--- src/rtl/ysyx_24110006_scoreboard.sv ---
// Register-pending scoreboard: per-GPR in-flight write counters feeding the
// decode-stage RAW stall, plus a global in-flight count and sticky error flag.
module ysyx_24110006_scoreboard #(
  parameter int unsigned NR_REG = 32,
  parameter int unsigned CNT_W  = 2
) (
  input  logic       clock,
  input  logic       reset,
  input  logic       i_valid,
  input  logic [6:0] i_op,
  input  logic [4:0] i_rs1,
  input  logic [4:0] i_rs2,
  input  logic [4:0] i_rd,
  input  logic       i_wen,
  input  logic       i_issue,
  input  logic       i_wb_valid,
  input  logic [4:0] i_wb_rd,
  input  logic       i_flush,
  output logic       o_stall,
  output logic [3:0] o_inflight,
  output logic       o_idle,
  output logic       o_err
);

  localparam int unsigned TOT_W = 4;
  localparam logic [CNT_W-1:0] CNT_MAX = '1;
  localparam logic [TOT_W-1:0] TOT_MAX = '1;

  localparam logic [6:0] OP_LOAD   = 7'b0000011;
  localparam logic [6:0] OP_OPIMM  = 7'b0010011;
  localparam logic [6:0] OP_STORE  = 7'b0100011;
  localparam logic [6:0] OP_OP     = 7'b0110011;
  localparam logic [6:0] OP_BRANCH = 7'b1100011;
  localparam logic [6:0] OP_JALR   = 7'b1100111;
  localparam logic [6:0] OP_SYSTEM = 7'b1110011;

  logic [CNT_W-1:0] cnt_q [NR_REG];
  logic [CNT_W-1:0] cnt_d [NR_REG];
  logic [TOT_W-1:0] tot_q, tot_d;
  logic             err_q, err_d;

  logic inc_c, dec_c, use_rs1_c, use_rs2_c, pend1_c, pend2_c, sat_c, idle_c;

  // x0 and indices beyond the implemented register file are never tracked
  function automatic logic tracked(input logic [4:0] x);
    return (x != 5'd0) && (32'(x) < NR_REG);
  endfunction

  assign inc_c = i_issue && i_wen && tracked(i_rd);
  assign dec_c = i_wb_valid && tracked(i_wb_rd);

  always_comb begin
    use_rs1_c = 1'b0;
    use_rs2_c = 1'b0;
    case (i_op)
      OP_BRANCH, OP_STORE, OP_OP: begin
        use_rs1_c = 1'b1;
        use_rs2_c = 1'b1;
      end
      OP_JALR, OP_OPIMM, OP_LOAD, OP_SYSTEM: use_rs1_c = 1'b1;
      default: ;
    endcase
  end

  // Queries read the registered table only; same-cycle writebacks are not bypassed
  assign pend1_c = tracked(i_rs1) && (cnt_q[i_rs1] != '0);
  assign pend2_c = tracked(i_rs2) && (cnt_q[i_rs2] != '0);
  assign sat_c   = i_wen && tracked(i_rd) && (cnt_q[i_rd] == CNT_MAX);
  assign o_stall = i_valid && ((use_rs1_c && pend1_c) || (use_rs2_c && pend2_c) || sat_c);

  always_comb begin
    idle_c = 1'b1;
    for (int unsigned r = 0; r < NR_REG; r++) begin
      if (cnt_q[r] != '0) idle_c = 1'b0;
    end
  end

  always_comb begin
    cnt_d = cnt_q;
    tot_d = tot_q;
    err_d = err_q;
    if (i_flush) begin
      for (int unsigned r = 0; r < NR_REG; r++) cnt_d[r] = '0;
      tot_d = '0;
    end else begin
      if (i_issue && o_stall) err_d = 1'b1;
      for (int unsigned r = 1; r < NR_REG; r++) begin
        if (inc_c && (i_rd == 5'(r)) && !(dec_c && (i_wb_rd == 5'(r)))) begin
          if (cnt_q[r] != CNT_MAX) cnt_d[r] = cnt_q[r] + CNT_W'(1);
        end else if (dec_c && (i_wb_rd == 5'(r)) && !(inc_c && (i_rd == 5'(r)))) begin
          if (cnt_q[r] == '0) err_d = 1'b1;
          else                cnt_d[r] = cnt_q[r] - CNT_W'(1);
        end
      end
      if (inc_c && !dec_c && (tot_q != TOT_MAX)) tot_d = tot_q + TOT_W'(1);
      if (dec_c && !inc_c && (tot_q != '0))      tot_d = tot_q - TOT_W'(1);
    end
  end

  always_ff @(posedge clock) begin
    if (reset) begin
      for (int unsigned r = 0; r < NR_REG; r++) cnt_q[r] <= '0;
      tot_q <= '0;
      err_q <= 1'b0;
    end else begin
      cnt_q <= cnt_d;
      tot_q <= tot_d;
      err_q <= err_d;
    end
  end

  assign o_inflight = tot_q;
  assign o_idle     = idle_c;
  assign o_err      = err_q;

endmodule

--- config.mk ---
export PLATFORM = sky130hd
export DESIGN_NAME = ysyx_24110006_scoreboard
export DESIGN_NICKNAME = d
export VERILOG_FILES = /design/src/rtl/ysyx_24110006_scoreboard.sv
export SDC_FILE = /design/constraint.sdc
export NUM_CORES = 1
export LEC_CHECK = 0
export CAP_MARGIN = 20
export CORE_UTILIZATION = 35
export CTS_CLUSTER_SIZE = 20
export DETAILED_ROUTE_END_ITERATION = 16
export PLACE_DENSITY = 0.55
export SYNTH_ARGS = -nofsm -noshare
export SYNTH_HDL_FRONTEND = slang
export SYNTH_SLANG_ARGS = --single-unit
--- constraint.sdc ---
create_clock -name clock -period 3.4 [get_ports clock]
set_clock_uncertainty 0.05 [all_clocks]
set_input_delay 0.51 -clock clock [delete_from_list [all_inputs] [get_ports clock]]
set_output_delay 0.51 -clock clock [all_outputs]
set_load 0.01 [all_outputs]
==> results of run 1 <==
-- sequential cells by signal (all words and copies together), names as in the netlist --
register,count
cnt_q,62
o_err,1
o_inflight,4
-- routing by layer --
layer  up-vias  part of all wire [%]
met3        41                   7.2
li1       3209                     -
met4         0                   3.2
met2       240                    43
met1      3017                    46
met5         -                     0
-- power by group --
part	total (uW)	internal, uW	switching [uW]
sequential	790	787	3.11
combinational	299	145	154
clock	966	572	394
total	2060	1500	551
-- synth_stat cells (7+ instances only) --
cell type,n,area (sq um)
nand2_1,108,405
inv_1,103,387
nor2_1,76,285
a21oi_1,75,375
dfxtp_1,67,1340
nand2b_1,67,419
ha_1,64,801
o21ai_0,64,320
o22ai_1,33,206
nor3_1,25,125
clkbuf_1,21,78.8
nand3b_1,21,158
mux4_2,18,405
buf_2,10,50.1
nand3_1,9,45.0
nand4_1,9,56.3
nor2b_1,8,50.1
and2_1,7,43.8
-- final timing paths --
path,to,depth (start not counted),start,slack [ns]
max,o_stall,9,i_rs2[2],0.07
min reg2reg,o_err,2,o_err,0.47
max reg2reg,o_err,9,cnt_q[10],0.84
min,o_err,2,o_err,0.47
-- cells by family after synthesis --
family | Yosys count | share of synthesized area [%]
compound gates | 210 | 19.7
xor+xnor | 3 | 0.419
fa+ha+maj | 65 | 13.1
buf+inv | 140 | 8.59
flops | 67 | 21.4
mux | 28 | 8.63
simple gates | 354 | 28.1
-- layout by cell type, fill, tap and decap left out, types with 18 or more instances in the layout --
cell	netlist	routed
nor2_1	76	71
nand3b_1	21	21
clkdlybuf4s50_1	0	37
a21oi_1	75	75
o22ai_1	33	33
ha_1	64	64
inv_1	103	103
nand2b_1	67	67
o21ai_0	64	64
nor3_1	25	25
mux4_2	18	18
nand2_1	108	108
buf_4	0	78
dfxtp_1	67	67
-- timing repair --
action | in CTS | in global routing
setup buffers | 1 | 0
cloned | 1 | 1
setup endpoints to repair | 2 | 3
pin swaps | 5 | 3
gates resized for setup | 17 | 11
-- per-stage QoR --
step	TNS (ns)	instance area (sq um)
after floorplan	0	6270
after global placement	-0.594	7500
after detailed placement	-0.636	7500
after CTS	0	7890
after global routing	-0.00195	7940
final	0	7940
-- cell type report --
type	count	area, sq um	share of cell area [%]
clock buffers	9	225	2.84
clock inverters	7	77.6	0.977
inverters	106	398	5.01
multi-input cells	660	4470	56.3
flip-flops and latches	67	1340	16.9
well taps	225	282	3.54
repair buffers	128	1150	14.5
-- worst max-delay path: stages --
cell and delay, ns:
clkdlybuf4s50_1 0.54, inv_2 0.09, buf_4 0.16, a2111oi_2 0.34, a311oi_1 0.10, a22o_1 0.23
o41ai_2 0.39, o21a_1 0.15, dlygate4sd2_1 0.26
==> metrics.txt, run 1 <==
Unique masters post-synth 57; 1st-iter DRT viols 577; post-layout min period 3.33 ns; initial antenna violation count 0; Pleak 0.00345 uW; # H-tree levels 3; Post-synth EDFFs 0; post-synthesis area per instance 7.23 sq um; arrival time at the worst endpoint 2.77 ns; Chip Width 136 um; Post-synth ARST share 0%; final critical-path share of the clock period 98.1%; largest net degree at the start of global routing 39; nets 1071; # rows 48; Num CTS Buffers 9; layout cells sized above 1 15.0%; Crit Path Class input port to output port; sequential fraction of the synthesis area 21.4%; Main synth FF type dfxtp_1; max_slew headroom 42.3%; post-route worst setup slack 0.0657 ns; TritonCTS clock tree built; status completed; dpl ws -0.340 ns; syn nets 966; post-route ant nets 0; Final Setup Violations 0; Pins Over Slew Limit 0; clock root cell clkbuf_16; clock-pin slew of the registers on the worst-case setup and hold paths 0.06 ns; first-pass GRT wire length 32.7 mm; crit end category output port; Area Overhead vs Synth 26.8%; fmax 0.300 GHz; grt met2 use 35.9%; WL/cell 17.4 um; via count 6507; Final Hold Fails 0; synthesized area 6270 sq um; Critical Path Fanout Max 3; Critical Path RT 2.84 ns; total power 2060 uW; VDD IR-drop max 0.259 mV; Worst Hold Class flop to flop; busiest grt layer met2; Yosys reg bits 67; Remaining DRCs 0; Die Area 18400 sq um; # fillers 1781; hold_ws 0.467 ns; GRT met1 Usage 31.9%; Worst Max-Slew Pin Slew 0.864 ns; Die Y 136 um; grt ovf 0; Pre-antenna DRT Iters 5; PortBufs 40; final WL 21.0 mm; Pwr Density 259 nW/um^2; CTS Buffer Depth 2; post-DP HPWL 16.7 mm; met3 usage 5.09%; Post-Syn Instances 867; core area 17400 sq um; IO Count 41; placed instance count 1183; drt via density 5.41; Finished Layout Cells 1202; total of max-cap violations 0; Ant. Diodes 0; Starting Density 36.0%; clk_lat worst skew 0.35 ns; GRT Util Overall 23.7%; GP Congestion 0.962; CTS Sinks 67; Post-CTS Hold Buffers 0; final core utilization 45.6%; Syn. warnings 0; crit start category input port; vias in the first global route 5963
Power figures use the tool's default switching activity.
==> run 2, diff against run 1 <==
--- a/config.mk
+++ b/config.mk
@@ -9,6 +9,7 @@
 export CORE_UTILIZATION = 35
 export CTS_CLUSTER_SIZE = 20
 export DETAILED_ROUTE_END_ITERATION = 16
+export HOLD_SLACK_MARGIN = 0.03
 export PLACE_DENSITY = 0.55
 export SYNTH_ARGS = -nofsm -noshare
 export SYNTH_HDL_FRONTEND = slang
==> constraint.sdc (replaced) <==
create_clock -name clock -period 4.3 [get_ports clock]
set_clock_uncertainty 0.05 [all_clocks]
set_input_delay 0.645 -clock clock [delete_from_list [all_inputs] [get_ports clock]]
set_output_delay 0.645 -clock clock [all_outputs]
set_load 0.01 [all_outputs]
==> run 2 against run 1 <==
Effect of this change:
- register-to-register slack improved by 0.76 ns
- largest power group unchanged
- clock power decreased by 18%
- critical path depth unchanged
- sequential cell count unchanged
- die area unchanged
- sequential power decreased by 21%
- core utilization decreased by 3.6 points
- sequential share of layout area increased by 1.4 points
- clock-buffer cell count increased by 2
- first-iteration DRC count increased by 0.87%
- via count decreased by 5.1%
- cell count decreased by 5.4%
==> metrics.txt, run 2 (same netlist as run 1, synthesis figures left out) <==
max_slew headroom 48.5%; # rows 48; status completed; Worst Reg-to-Reg Cells 7; hold_ws 0.444 ns; 1st-iter DRT viols 582; commonest non-fill, non-tap cells in the layout nand2_1, inv_1, nor2_1, a21oi_1; Post-CTS Setup Inserts 0; Num CTS Buffers 9; post-cts repair resize count 0; Starting Density 36.0%; CTS Buffer Depth 2; total of max-cap violations 0; Crit Path Class input port to output port; Chip Width 136 um; WL/cell 17.4 um; # H-tree levels 3; post-layout min period 4.02 ns; Pre-antenna DRT Iters 5; Critical Path Fanout Max 17; clock-pin slew of the registers on the worst-case setup and hold paths 0.06 ns; IO Count 41; # fillers 1864; Hold Path Stages 2; Die Y 136 um; via count 6177; grt ovf 0; commonest non-fill, non-tap cell in the layout nand2_1; GRT Util Overall 22.7%; crit end category output port; Area Overhead vs Synth 16.8%; CTS Sinks 67; Pins Over Slew Limit 0; Worst Hold Class flop to flop; VDD IR-drop max 0.176 mV; end of the worst hold path o_err; fmax 0.249 GHz; register area 1340 sq um; Ant. Diodes 0; Remaining DRCs 0; TritonCTS clock tree built; core area 17400 sq um; r2r setup slk 1.60 ns; GP Congestion 0.934; worst r2r src cnt_q[36]; post-route ant nets 0; Pleak 0.00307 uW; final critical-path share of the clock period 93.5%; Pwr Density 221 nW/um^2; final setup TNS 0 ns; PortBufs 40; Top reg by flops cnt_q; Reg-to-Reg End o_err; post-DP HPWL 15.6 mm; crit start category input port; Die Area 18400 sq um; Post-CTS Hold Buffers 0; drt via density 5.43; nets 1006; initial antenna violation count 0; Final Setup Violations 0; Min-Delay Startpoint o_err; clk_lat worst skew 0.35 ns; final WL 19.8 mm; clock root cell clkbuf_16; largest net degree at the start of global routing 41; Worst Max-Slew Pin Slew 0.767 ns; vias in the first global route 5615; Critical Path RT 3.61 ns; Final Hold Fails 0; layout cells sized above 1 7.24%; RSZ-0062 raised after global routing false; max reg flops 62; arrival time at the worst endpoint 3.33 ns; first-pass GRT wire length 31.2 mm; area of the multi-input gates 4390 sq um
## run 2: changes by cell type in the layout (fill, tap and decap cells not counted), moves of 3 or more
cell             change
clkdlybuf4s50_1      +3
buf_6                -4
nor2_2               -5
nor2_1               +5
a2111oi_0            +4
buf_4               -57
## run 2: worst max-delay path, cell delays in order
cell	delay, ns
clkdlybuf4s50_1	0.60
buf_12	0.19
mux2_1	0.33
a221oi_1	0.26
nor4b_1	0.11
a32oi_1	0.37
o41ai_2	0.16
o21a_1	0.19
clkdlybuf4s50_1	0.47
## run 2: final cells by class
| class | instances | area share (%) |
|---|---|---|
| multi-input combinational | 660 | 59.9 |
| inverter | 106 | 5.44 |
| clock buffer | 11 | 3.45 |
| timing repair buffer | 63 | 8.17 |
| clock inverter | 5 | 0.821 |
| tap | 225 | 3.85 |
| sequential | 67 | 18.3 |
## run 2: where the power goes
group | leakage, uW | switching, uW | total, uW | internal [uW]
sequential | 0.000540 | 2.20 | 625 | 623
clock | 0.000152 | 309 | 791 | 483
combinational | 0.00238 | 110 | 198 | 87.8
total | 0.00307 | 421 | 1610 | 1190
## run 2: worst max path at each step
stage                         from       endpoint  slack (ns)  cells after the start
after floorplan            i_rd[2]  o_inflight[3]        1.31                     10
after global placement     i_rd[1]        o_stall        0.33                      9
after detailed placement   i_rd[1]        o_stall        0.31                      9
after CTS                  i_rd[1]        o_stall        0.31                      9
after global routing      i_rs2[1]        o_stall         0.1                      8
final                      i_rd[1]        o_stall        0.28                      9
## run 2: routing by layer
metal  global-route usage (%)  share of wire, %  up-vias
li1                         -                 -     3095
met1                     31.7                48     2857
met2                     33.5                42      186
met3                     3.67               6.5       39
met4                     11.2               3.4        0
met5                        0                 0        -
## run 2: through the flow
stage | utilization, % | area (sq um) | power, uW | std cells | setup slack (ns)
after floorplan | - | 6270 | 744 | 867 | 1.31
after global placement | 40.2 | 7010 | 835 | 1121 | 0.329
after detailed placement | 40.2 | 7010 | 835 | 1121 | 0.313
after CTS | 42.0 | 7320 | 1630 | 1137 | 0.308
after global routing | 42.0 | 7320 | 1670 | 1137 | 0.0972
final | 42.0 | 7320 | 1610 | 1137 | 0.279
==> run 3, diff against run 2 <==
--- a/config.mk
+++ b/config.mk
@@ -9,7 +9,7 @@
 export CORE_UTILIZATION = 35
 export CTS_CLUSTER_SIZE = 20
 export DETAILED_ROUTE_END_ITERATION = 16
-export HOLD_SLACK_MARGIN = 0.03
+export HOLD_SLACK_MARGIN = 0.1
 export PLACE_DENSITY = 0.55
 export SYNTH_ARGS = -nofsm -noshare
 export SYNTH_HDL_FRONTEND = slang
==> results of run 3 <==
The final DEF is identical to that of run 2; final timing and power are the same.
